<file path="src/rtl/hazard_stall_controller.sv">
// hazard_stall_controller
// Pipeline sequencing for the 5-stage core. It handles the hazards that
// forwarding cannot resolve:
//   - load-use stalls
//   - taken-branch flushes resolved in EX
//   - multi-cycle data-memory waits in MEM, with a timeout abort
// Outputs are combinational from the registered state and the current inputs.
// Optional build macro: HAZARD_PERF_CNT_EN adds three 16-bit saturating
// performance counters. Control behaviour is the same in both builds.
module hazard_stall_controller #(
   parameter int unsigned REG_W        = 5,
   parameter int unsigned NULL_REG     = 31,
   parameter int unsigned LOAD_BUBBLES = 1,
   parameter int unsigned MEM_TIMEOUT  = 64
) (
   input  logic             clk,
   input  logic             rst,
   input  logic [REG_W-1:0] id_rs,
   input  logic [REG_W-1:0] id_rt,
   input  logic             id_uses_rt,
   input  logic [REG_W-1:0] ex_rd,
   input  logic             ex_mem_read,
   input  logic             ex_branch_taken,
   input  logic             mem_req,
   input  logic             mem_ready,
   output logic             pc_write,
   output logic             ifid_write,
   output logic             idex_write,
   output logic             exmem_write,
   output logic             ifid_flush,
   output logic             idex_flush,
   output logic             memwb_bubble,
   output logic             mem_err,
   output logic [1:0]       state
`ifdef HAZARD_PERF_CNT_EN
   ,
   output logic [15:0]      perf_load_stalls,
   output logic [15:0]      perf_mem_waits,
   output logic [15:0]      perf_flushes
`endif
);

   typedef enum logic [1:0] {
      ST_RUN        = 2'd0,
      ST_LOAD_STALL = 2'd1,
      ST_MEM_WAIT   = 2'd2
   } state_t;

   localparam logic [REG_W-1:0] NULL_IDX    = REG_W'(NULL_REG);
   localparam logic [2:0]       BUB_INIT    = 3'(LOAD_BUBBLES - 1);
   localparam logic [15:0]      TIMEOUT_CNT = 16'(MEM_TIMEOUT - 1);

   state_t      state_r;
   state_t      ret_state_r;
   logic [2:0]  bub_cnt_r;
   logic [15:0] wait_cnt_r;

   logic   lu_s;
   logic   ms_s;
   logic   timeout_s;
   logic   freeze_s;
   logic   branch_s;
   logic   load_use_s;
   logic   load_hold_s;
   state_t eff_state_s;

   // Decode hazards and pick the single active rule for this cycle
   always_comb begin
      lu_s = ex_mem_read && (ex_rd != NULL_IDX) &&
             ((ex_rd == id_rs) || (id_uses_rt && (ex_rd == id_rt)));
      ms_s = mem_req && !mem_ready;
      // Leaving MEM_WAIT resumes the rules of the state that was interrupted
      case (state_r)
         ST_RUN:        eff_state_s = ST_RUN;
         ST_LOAD_STALL: eff_state_s = ST_LOAD_STALL;
         ST_MEM_WAIT:   eff_state_s = ret_state_r;
         default:       eff_state_s = ST_RUN;
      endcase
      timeout_s   = (state_r == ST_MEM_WAIT) && ms_s && (wait_cnt_r == TIMEOUT_CNT);
      freeze_s    = ms_s && !timeout_s;
      branch_s    = !ms_s && ex_branch_taken;
      load_use_s  = !ms_s && !ex_branch_taken && (eff_state_s == ST_RUN) && lu_s;
      load_hold_s = !ms_s && !ex_branch_taken && (eff_state_s == ST_LOAD_STALL);
   end

   // Stage-register enables, squashes and the abort pulse
   always_comb begin
      pc_write     = 1'b1;
      ifid_write   = 1'b1;
      idex_write   = 1'b1;
      exmem_write  = 1'b1;
      ifid_flush   = 1'b0;
      idex_flush   = 1'b0;
      memwb_bubble = 1'b0;
      mem_err      = 1'b0;
      if (rst) begin
         pc_write     = 1'b0;
         ifid_write   = 1'b0;
         idex_write   = 1'b0;
         exmem_write  = 1'b0;
         ifid_flush   = 1'b1;
         idex_flush   = 1'b1;
         memwb_bubble = 1'b1;
      end else if (freeze_s) begin
         pc_write     = 1'b0;
         ifid_write   = 1'b0;
         idex_write   = 1'b0;
         exmem_write  = 1'b0;
         memwb_bubble = 1'b1;
      end else if (timeout_s) begin
         // Access is dropped; the pipeline advances past it
         mem_err      = 1'b1;
         memwb_bubble = 1'b1;
      end else if (branch_s) begin
         ifid_flush   = 1'b1;
         idex_flush   = 1'b1;
      end else if (load_use_s || load_hold_s) begin
         pc_write     = 1'b0;
         ifid_write   = 1'b0;
         idex_flush   = 1'b1;
      end else begin
         pc_write     = 1'b1;
         idex_flush   = 1'b0;
      end
   end

   // Sequencer state, bubble countdown and memory-wait counter
   always_ff @(posedge clk or posedge rst) begin
      if (rst) begin
         state_r     <= ST_RUN;
         ret_state_r <= ST_RUN;
         bub_cnt_r   <= 3'd0;
         wait_cnt_r  <= 16'd0;
      end else if (freeze_s) begin
         if (state_r != ST_MEM_WAIT) begin
            ret_state_r <= eff_state_s;
            wait_cnt_r  <= 16'd1;
            state_r     <= ST_MEM_WAIT;
         end else begin
            wait_cnt_r  <= wait_cnt_r + 16'd1;
         end
      end else if (timeout_s) begin
         wait_cnt_r <= 16'd0;
         state_r    <= ret_state_r;
      end else begin
         wait_cnt_r <= 16'd0;
         if (branch_s) begin
            bub_cnt_r <= 3'd0;
            state_r   <= ST_RUN;
         end else if (load_use_s) begin
            if (LOAD_BUBBLES > 1) begin
               bub_cnt_r <= BUB_INIT;
               state_r   <= ST_LOAD_STALL;
            end else begin
               state_r   <= ST_RUN;
            end
         end else if (load_hold_s) begin
            bub_cnt_r <= bub_cnt_r - 3'd1;
            // The cycle that consumes the last owed bubble returns to RUN
            if (bub_cnt_r <= 3'd1) begin
               state_r <= ST_RUN;
            end else begin
               state_r <= ST_LOAD_STALL;
            end
         end else begin
            state_r <= ST_RUN;
         end
      end
   end

   assign state = state_r;

`ifdef HAZARD_PERF_CNT_EN
   function automatic logic [15:0] sat_inc(input logic [15:0] v);
      if (v == 16'hFFFF) begin
         sat_inc = v;
      end else begin
         sat_inc = v + 16'd1;
      end
   endfunction

   // Saturating counts of cycles spent in each kind of pipeline disturbance
   always_ff @(posedge clk or posedge rst) begin
      if (rst) begin
         perf_load_stalls <= 16'd0;
         perf_mem_waits   <= 16'd0;
         perf_flushes     <= 16'd0;
      end else begin
         if (load_use_s || load_hold_s) begin
            perf_load_stalls <= sat_inc(perf_load_stalls);
         end else begin
            perf_load_stalls <= perf_load_stalls;
         end
         if (freeze_s) begin
            perf_mem_waits <= sat_inc(perf_mem_waits);
         end else begin
            perf_mem_waits <= perf_mem_waits;
         end
         if (branch_s) begin
            perf_flushes <= sat_inc(perf_flushes);
         end else begin
            perf_flushes <= perf_flushes;
         end
      end
   end
`endif

endmodule

</file>
<file path="config.mk">
export PLATFORM = sky130hd
export DESIGN_NAME = hazard_stall_controller
export DESIGN_NICKNAME = d
export VERILOG_FILES = /design/src/rtl/hazard_stall_controller.sv
export SDC_FILE = /design/constraint.sdc
export NUM_CORES = 1
export LEC_CHECK = 0
export CAP_MARGIN = 20
export CORE_MARGIN = 1
export CORE_UTILIZATION = 40
export CTS_CLUSTER_SIZE = 16
export DETAILED_ROUTE_END_ITERATION = 16
export PLACE_DENSITY = 0.78
export SETUP_SLACK_MARGIN = 0.4
export SLEW_MARGIN = 20
export SYNTH_ARGS = -nofsm -noshare
export SYNTH_HDL_FRONTEND = slang
export SYNTH_SLANG_ARGS = --single-unit
</file>
<file path="constraint.sdc">
create_clock -name clk -period 2.45 [get_ports clk]
set_input_delay 0.3675 -clock clk [delete_from_list [all_inputs] [get_ports clk]]
set_output_delay 0.3675 -clock clk [all_outputs]
set_load 0.02 [all_outputs]
</file>
* Word-level counts from Yosys, hierarchy flattened
Cells that the tools add are included.
** Word-level totals
- Bits in registers :: 23
- Bits of input ports :: 22
- Output and inout port bits :: 10
- Logic and storage cells :: 75
** Cells by class
- Add/subtract/negate cells :: 2
- Magnitude comparators :: 1
- Equal/unequal tests :: 10
- Muxes and demuxes :: 34
- Bitwise operators :: 2
- Reduce and logical (&&, ||, !) cells :: 22
** Operators by type and width (count)
- 16-bit 2-to-1 mux :: 2
- 1-bit 2-to-1 mux :: 22
- 16-bit by 1-bit adder with 16-bit output, second input constant :: 1
- 16-bit by 6-bit equality test with 1-bit output, second input constant :: 1
- 1-bit logical AND :: 12
- 2-bit 2-to-1 mux :: 6
- 5-bit equality test :: 2
- 3-bit 2-to-1 mux :: 3
- 5-bit inequality test, second input constant :: 1
- 2-bit by 1-bit equality test with 1-bit output, second input constant :: 2
- 1-bit zero test :: 4
- 2-bit inequality test, second input constant :: 2
- 2-bit one-hot mux with 2 select lines :: 1
- 4-bit AND reduction :: 1
- 3-bit by 1-bit less-or-equal comparator with 1-bit output, second input constant :: 1
- 3-bit by 1-bit subtractor with 3-bit output, second input constant :: 1
- 2-bit equality test, second input constant :: 1
- 2-bit zero test :: 1
- 1-bit logical OR :: 2
- 2-bit by 1-bit inequality test with 1-bit output, second input constant :: 1
- 1-bit NOT :: 2
- 2-bit AND reduction :: 1
- 2-bit nonzero test :: 1

* Logic depth before layout (Yosys ltp)
- Depth after elaboration :: 12
- Depth in mapped cells :: 9

* Worst setup path before layout
No wires, ideal clock.
- Path kind :: input port to output port
- From :: input port rst
- To :: output port pc_write
- Arrival :: 2149 ps
- Required time :: 2082 ps
- Path slack :: -67 ps
- Cell stages on the path :: 5
- Buffers on the path :: 1
- Path through :: inv_1 nand2_1 o21ai_1 and3_1 buf_4
** Between the ends
- Longest elaborated chain between the ends :: 1
** Ends and longest elaborated chain
- start: declaration :: line 17 : input logic rst,
- 1-bit 2-to-1 mux
- end: declaration :: line 26 : output logic pc_write,
Every way passes these cells.

* Final worst setup path
- From :: register state_r[1], in the netlist state[1]
- To :: output port ifid_write
** Between the ends
- Longest elaborated chain between the ends :: 11
- Elaborated cells on any way between the ends :: 18
- Those cells by class :: eq/ne: 3; mux: 6; reduce/logical: 9
** Ends and longest elaborated chain
- start: declaration :: line 53 : state_t state_r;
- start signal: assignment :: line 144 : state_r <= ret_state_r;
- 2-bit equality test / 2-bit by 1-bit equality test with 1-bit output (equally long branches) :: line 73, 79
- 2-bit one-hot mux with 2 select lines :: line 73 : case (state_r)
- 2-bit zero test :: line 82 : load_use_s = !ms_s && !ex_branch_taken && (eff_state_s == ST_RUN) && lu_s;
- 1-bit logical AND (2 in a row) :: line 82
- 1-bit logical OR :: line 117 : end else if (load_use_s || load_hold_s) begin
- 1-bit 2-to-1 mux :: line 117
- 1-bit 2-to-1 mux :: line 114 : end else if (branch_s) begin
- 1-bit 2-to-1 mux :: line 110 : end else if (timeout_s) begin
- 1-bit 2-to-1 mux * :: line 104 : end else if (freeze_s) begin
- 1-bit 2-to-1 mux * :: line 96 : if (rst) begin
- end: declaration :: line 27 : output logic ifid_write,
Every way passes the cells marked *; elsewhere a longest branch is shown, timed or not.

==> results.toml <==
[detailed_routing]
dr_total_vias = 1195
ant_nets = 0
top_layer_used = "met4"
wire_per_inst_um = 12.2
vias_per_cell = 4.72
firstDrtPassIters = 4
drc = 0
dr_wl_met3_um = 54
wl_met1_mm = 1.45
routed_wl_mm = 3.10
wl_met2_mm = 1.55
drt_iter0_drc = 42

[sta]
clock_skew_ns = 0.0143
worstMarginPinSlew_ns = 0.556
timing.slew.headroom = 0.628
setup_viol = 0
slew_violations = 0
period_share = 0.926
rsz0062_at_grt = "yes"
finalHoldViolCount = 0
finalSetupTns_ns = 0
max_freq_mhz = 441
period_minus_slack_ns = 2.27

[hold_path]
min_path_type = "primary input to asynchronous set/reset pin"

[die]
rows = 21
die_w_um = 61.3
dieHeight_um = 61.3
initial_core_util = 0.418
ioPinCount = 32
dieArea_um2 = 3750
core_area_um2 = 3360

[synthesis]
syn_inst = 153
synth-edff-count = 0
synth_nets = 180
synth_top_area_cell = "dfrtp_1"
yosysWarnings = 0
ys_seq_elements = 23
synth_top_cell_area_share = 0.410
ys_seq_area_frac = 0.410
synth_area_leaders = "dfrtp_1, xor2_1, xnor2_1"
syn_area_um2 = 1410
avgSynthCellArea_um2 = 9.18
async_reset_ff_frac = 1.00
yosysMostFrequentCell = "dfrtp_1"
ys_types = 33
ys.flop_type = "dfrtp_1"
synth_common_cells = "dfrtp_1, nor2_1, xor2_1, xnor2_1, nand2_1"

[worst_setup_path]
startpoint_type = "flop"
end_kind = "primary output"
r2r_setup_slack_ns = 0.49
critPathKind = "flop to primary output"
required_ns = 2.08
r2r_start = "state[1]"
crit_end = "ifid_write"
worst_r2r_endpoint = "state[0]"
reg2reg_depth = 7
worstPathArrival_ns = 1.90
cp-startpoint = "state[1]"
cp_max_fo = 4

[clock_network]
cts_buffers = 3
clock_path_buffers = 2
clk_pin_slew_ns = 0.12
cts_sinks = 23
cts_hold_buf = 0
cts_tree = "done"
insertion_delay_ns = 0.32
root_buffer = "clkbuf_4"
cts_max_level = 1

[placement]
place_congestion = 0.817
hpwl_mm = 2.32
dpl.cell_count = 242
port_buffers = 31

[global_route]
grt_max_degree = 18
antenna_found_initial = 0
grt_pass1_vias = 1194
grtUsageTotal = 0.187
grt_pass1_wl_mm = 5.19
grt_overflow = 0

[outcome]
status = "finished, final reports clean"

[power_and_ir_drop]
p_per_area_nw_per_um2 = 359
p_leak_nw = 0.892
ir_worst_vdd_uv = 317

[job]
maxCapViolCount = 0

[finish]
fin_nets = 235
area_growth_pct = 45.9
antenna_cells = 0
layout.cells.non_filler = 253
layout-drive-gt1-share = 0.285
## per-stage QoR
step	total power, mW	hold slack (ns)	util	setup WS [ns]	area (um^2)
3_3_place_gp	0.555	0.521	0.561	-0.209	1890
6_report	0.737	0.498	0.610	0.180	2050
3_5_place_dp	0.558	0.521	0.561	-0.255	1890
2_1_floorplan	0.474	0.256	-	0.359	1440
4_1_cts	0.737	0.446	0.595	0.184	2000
5_1_grt	0.769	0.515	0.610	0.119	2050
## what timing repair did
item                       in CTS  in global routing
gates resized for setup        48                 12
pin swaps                       9                 10
setup endpoints to repair       8                 21
setup buffers                   6                  1
## kinds of logic (layout without fill, tap and decap cells)
kind of cell / Yosys count / in the layout / synth area share
compound gates: 18 / 18 / 0.0793
xor+xnor: 26 / 26 / 0.162
fa+ha+maj: 5 / 5 / 0.0445
buf+inv: 16 / 70 / 0.0614
flops: 23 / 23 / 0.410
mux: 1 / 1 / 0.00712
simple gates: 64 / 64 / 0.236
## worst min path at each step
stage,start,to,slack (ns),depth (start not counted)
4_1_cts,rst,state[0],0.45,3
6_report,rst,state[0],0.50,3
2_1_floorplan,rst,bub_cnt_r[0],0.26,1
5_1_grt,rst,state[0],0.52,3
3_3_place_gp,ret_state_r[1],ret_state_r[1],0.52,1
3_5_place_dp,ret_state_r[1],ret_state_r[1],0.52,1
## registers in the layout (all words and copies together), names as in the netlist
register     flops
state            2
wait_cnt_r      16
ret_state_r      2
bub_cnt_r        3
## critical path, cell delays in order, from the launching register on
cell and delay [ns]:
dfrtp_2 0.46, ha_4 0.19, a21oi_2 0.15, or4b_4 0.49, and3_4 0.18, buf_6 0.13
## power breakdown
group | total (mW) | switching (mW) | internal (mW)
Sequential | 0.391 | 0.00561 | 0.386
Combinational | 0.167 | 0.0769 | 0.0900
Clock | 0.178 | 0.117 | 0.0611
Total | 0.737 | 0.200 | 0.537
## routing by layer
| metal | GRT usage | vias to the layer above |
|---|---|---|
| met3 | 0.0336 | 5 |
| li1 | - | 619 |
| met2 | 0.331 | 8 |
| met1 | 0.235 | 563 |
| met5 | 0 | - |
| met4 | 0.0487 | 0 |
## cells in the final DEF, fill, tap and decap left out, types with 3 or more instances in the layout
master	Yosys	routed
xor2_1	14	14
dfrtp_1	23	21
buf_6	2	6
clkdlybuf4s50_1	0	19
a21oi_1	8	7
clkbuf_4	0	3
nor2_1	20	20
nand4_1	4	4
dlygate4sd2_1	0	3
nor4_2	1	3
nand2_1	11	10
xnor2_1	12	12
nand3_1	9	9
buf_4	3	25
ha_4	0	3
inv_1	10	7
nor3_1	5	3
## area by class of cell
type                    count  area [um^2]
clock buffers               3         22.5
clock inverters             1         5.00
fillers                   294         1310
inverters                  10         41.3
multi-input cells         114          845
flip-flops and latches     23          578
well taps                  46         57.6
repair buffers             56          502
Note: power is estimated with default switching activity, not from simulation.
==> edit 1: new RTL, same settings <==
Set the parameter `REG_W` to 10 (it was 5).
--- a/src/rtl/hazard_stall_controller.sv
+++ b/src/rtl/hazard_stall_controller.sv
@@ -10,3 +10,3 @@
 module hazard_stall_controller #(
-   parameter int unsigned REG_W        = 5,
+   parameter int unsigned REG_W        = 10,
    parameter int unsigned NULL_REG     = 31,
Ports: changed (resized ex_rd, id_rs and id_rt); port bits go from 32 to 47. The function was not compared with the original's and may differ.
==> edit 1 against the unedited design <==
Clock power is 30% higher. Non-clock buffer count up 27. Utilization rose by 9.6 points. Largest power group unchanged. Wire length is 23% higher. Die area is 7.2% higher. Sequential cell count is the same. Worst setup slack gained 0.025 ns. Critical endpoint unchanged. Via count up 19%. Total power increased by 10%. Sequential power is 2% lower. Final area is 19% higher. Area after synthesis is 7.5% higher.
==> edit 1: results <==
export IMPL_worst_hold_slack_ns=0.595
export IMPL_globalRouteMet2Util_pct=36.4
export IMPL_drive_above_1_share_pct=29.7
export IMPL_nFillCells=267
export IMPL_grt_pass1_vias=1454
export IMPL_maxSlewHeadroom_pct=69.8
export IMPL_gp_congestion=0.769
export IMPL_critPathMaxStageDelay_ns=0.41
export IMPL_wire_per_inst_um=13.1
export IMPL_grt_pass1_wl_um=6330
export IMPL_placedInstanceArea_sq_um=2250
export IMPL_grtUsageTotal_pct=19.9
export IMPL_power_leakage_nw=1.01
export IMPL_avgSynthCellArea_sq_um=9.27
export IMPL_clk_latency_ns=0.26
export IMPL_vdd_ir_drop_max_mv=0.197
export IMPL_num_vias=1428
export IMPL_post_place_ws_ns=-0.508
export IMPL_r2r_setup_slack_ns=0.57
export IMPL_hpwl_um=2920
export IMPL_status="complete, no violations"
export IMPL_r2r_cells=10
export IMPL_slowest_stage="dfrtp_1"
export IMPL_grt_max_degree=24
export IMPL_dp_cells=279
export IMPL_cts_root_buf="clkbuf_8"
export IMPL_crit_arrival_ns=1.88
export IMPL_use_met3_pct=1.45
export IMPL_vias_per_cell=4.89
export IMPL_r2r_end="wait_cnt_r[3]"
export IMPL_port_buffers=46
export IMPL_ys_seq_area_share_pct=38.1
export IMPL_hold_class="reg2reg"
## edit 1: cell types whose count changed after synthesis, sizes merged, moves of 2 or more
cell,unedited run,this run
a211oi,0,2
a21oi,9,5
nor2,21,23
nand4,4,10
xor2,14,7
mux2i,1,3
nand3,11,8
xnor2,12,29
o21ai,3,1
## edit 1: kinds of logic after synthesis
kind of cell	synth area share [%]
XOR/XNOR	20.9
adder cells (fa/ha/maj)	4.14
multiplexers	2.73
AO/OA/AOI/OAI	4.39
buffers and inverters	4.31
AND/OR/NAND/NOR	25.4
flip-flops	38.1
## edit 1: power breakdown
group	total [W]	leakage, nW	internal [W]	switching, W
registers	0.000383	0.318	0.000381	0.00000201
logic	0.000197	0.664	0.000116	0.0000807
clock network	0.000232	0.0255	0.000113	0.000119
## edit 1: cell type report
cell class / instances / area (sq um) / share of cell area (%)
clock buffer: 3 / 41.3 / 1.69
timing repair buffer: 83 / 742 / 30.3
clock inverter: 1 / 5.00 / 0.204
multi-input combinational: 126 / 987 / 40.3
inverter: 10 / 37.5 / 1.53
tap: 46 / 57.6 / 2.35
sequential: 23 / 577 / 23.6
## edit 1: worst max-delay path by stage
stage                     slack, ns  cells past startpoint          to
after floorplan                0.22                      8    pc_write
after global placement        -0.44                      7  ifid_write
after detailed placement      -0.51                      7  ifid_write
after CTS                      0.17                      8  ifid_write
after global routing           0.11                      8    pc_write
final                          0.21                      8  ifid_write
## edit 1: repair_timing
| action | CTS | global route |
|---|---|---|
| setup endpoints to repair | 8 | 6 |
| hold endpoints to repair | 0 | 0 |
| resized for setup | 55 | 5 |
| pin swaps | 12 | 4 |
| setup buffers | 5 | 4 |
## edit 1: per-layer routing
metal	up-vias	wire length, um
met5	-	0
met4	0	63
met3	5	95
met2	32	2030
met1	667	1620
li1	724	-
==> edit 2: new RTL, same settings <==
Without the edit above. Register the output `mem_err`, cleared by the reset; this adds one clock of latency there. The other outputs are not delayed to match.
--- a/src/rtl/hazard_stall_controller.sv
+++ b/src/rtl/hazard_stall_controller.sv
@@ -52,2 +52,4 @@
 
+   logic mem_err_d;
+
    state_t      state_r;
@@ -94,3 +96,3 @@
       memwb_bubble = 1'b0;
-      mem_err      = 1'b0;
+      mem_err_d    = 1'b0;
       if (rst) begin
@@ -111,3 +113,3 @@
          // Access is dropped; the pipeline advances past it
-         mem_err      = 1'b1;
+         mem_err_d    = 1'b1;
          memwb_bubble = 1'b1;
@@ -207,2 +209,10 @@
 
+   always_ff @(posedge clk or posedge rst) begin
+      if (rst) begin
+         mem_err <= '0;
+      end else begin
+         mem_err <= mem_err_d;
+      end
+   end
+
 endmodule
Check against the original RTL: same outputs for any inputs over 10 cycles, from zero or initial values and one cycle with rst high; that may be too few to reach the edited logic, so the function may still have changed.
==> edit 2 against the unedited design <==
Cell count decreased by 2.0%. Worst setup slack lost 0.0021 ns. Sequential cell count rose by 1. Area after synthesis is essentially flat. Register-to-register slack improved by 0.10 ns. Wire length grew 12%. Combinational power down 16%. Total power down 3.0%. Final area decreased by 3.6%. Clock skew down 0.0092 ns.
==> edit 2: results <==
export IMPL_yosys_top_cells_count="dfrtp_1 (24), nor2_1 (17), xor2_1 (15), a21oi_1 (10), nand3_1 (10)"
export IMPL_r2r_cells=8
export IMPL_wire_per_inst_um=14.0
export IMPL_maxSlewHeadroom_pct=76.6
export IMPL_hold_class="reg2reg"
export IMPL_r2r_setup_slack_ns=0.59
export IMPL_vdd_ir_drop_max_mv=0.403
export IMPL_grt_pass1_wl_um=5410
export IMPL_whs_path_depth=2
export IMPL_gp_congestion=0.775
export IMPL_hpwl_um=2620
export IMPL_grt_max_degree=17
export IMPL_grt_pass1_vias=1249
export IMPL_path_max_fanout=3
export IMPL_synth_fp_nets=177
export IMPL_ys_seq_area_share_pct=42.7
export IMPL_nFillCells=287
export IMPL_firstDrtPassIters=5
export IMPL_grtUsageTotal_pct=19.6
export IMPL_drtIter0Drc=31
export IMPL_num_vias=1284
export IMPL_worst_hold_slack_ns=0.566
export IMPL_synth_area_top_cells="dfrtp_1 (43%), xor2_1 (9.3%), xnor2_1 (5.0%)"
export IMPL_drive_above_1_share_pct=21.8
export IMPL_power_leakage_nw=0.846
export IMPL_status="complete, no violations"
export IMPL_antenna_found_initial=0
export IMPL_cts_buffers=3
export IMPL_cts_root_buf="clkbuf_4"
export IMPL_placedInstanceArea_sq_um=1900
export IMPL_yosys_warnings=0
export IMPL_fin_nets=230
export IMPL_fin_worst_skew_ns=0.00501
export IMPL_yosys_cell_types_count=32
[edit 2: what timing repair did]
action,in CTS,in global routing
pin swaps,6,5
setup buffers,3,2
resized for setup,33,3
endpoints found under the setup margin,7,6
hold endpoints to repair,0,0
gates cloned,0,0
[edit 2: final timing paths]
path,startpoint,endpoint
max,state[1],pc_write
min,ret_state_r[0],state[0]
max reg2reg,state[0],state[0]
min reg2reg,ret_state_r[0],state[0]
max in group asynchronous,rst,state[1]
min in group asynchronous,rst,ret_state_r[1]
[edit 2: final cells by class]
cell class	count	area share [%]
Clock buffer	4	1.33
Sequential cell	24	30.5
Inverter	9	1.71
Multi-Input combinational cell	111	39.2
Tap cell	46	2.91
Timing Repair Buffer	54	24.4
[edit 2: where the power goes]
group | internal (W) | switching [W]
registers | 0.000398 | 0.00000206
clock network | 0.0000635 | 0.000111
logic | 0.0000789 | 0.0000607
[edit 2: cell families (layout without fill, tap and decap cells)]
family	count (synthesis)	after routing	synth area share (%)
AO/OA/AOI/OAI	21	21	8.81
flip-flops	24	24	42.7
buffers and inverters	15	67	5.69
adder cells (fa/ha/maj)	5	5	4.45
XOR/XNOR	23	23	14.3
AND/OR/NAND/NOR	62	62	24.0
[edit 2: worst max-delay path, delay by kind of cell (launching register included)]
family	cells	cell delay, ns
flops	1	0.46
simple gates	2	0.71
fa+ha+maj	1	0.18
compound gates	1	0.05
buf+inv	2	0.20
[edit 2: routing by layer]
metal  GRT usage, %  up-vias  wire length [um]
li1               -      624                 -
met3           5.25        2               268
met5              0        -                 0
met4           1.62        0                 8
met1           22.2      615              1410
met2           37.7       43              1780
[edit 2: through the flow]
stage	setup WS (ns)	total power, W	TNS (ns)	util, %	cells
final	0.178	0.000714	0	58.8	248
after global routing	0.0503	0.000752	0	58.8	248
after CTS	0.127	0.000718	0	58.1	246
after detailed placement	-0.227	0.000546	-0.651	56.5	239
after global placement	-0.197	0.000542	-0.583	56.5	239
after floorplan	0.232	0.000468	0	-	150
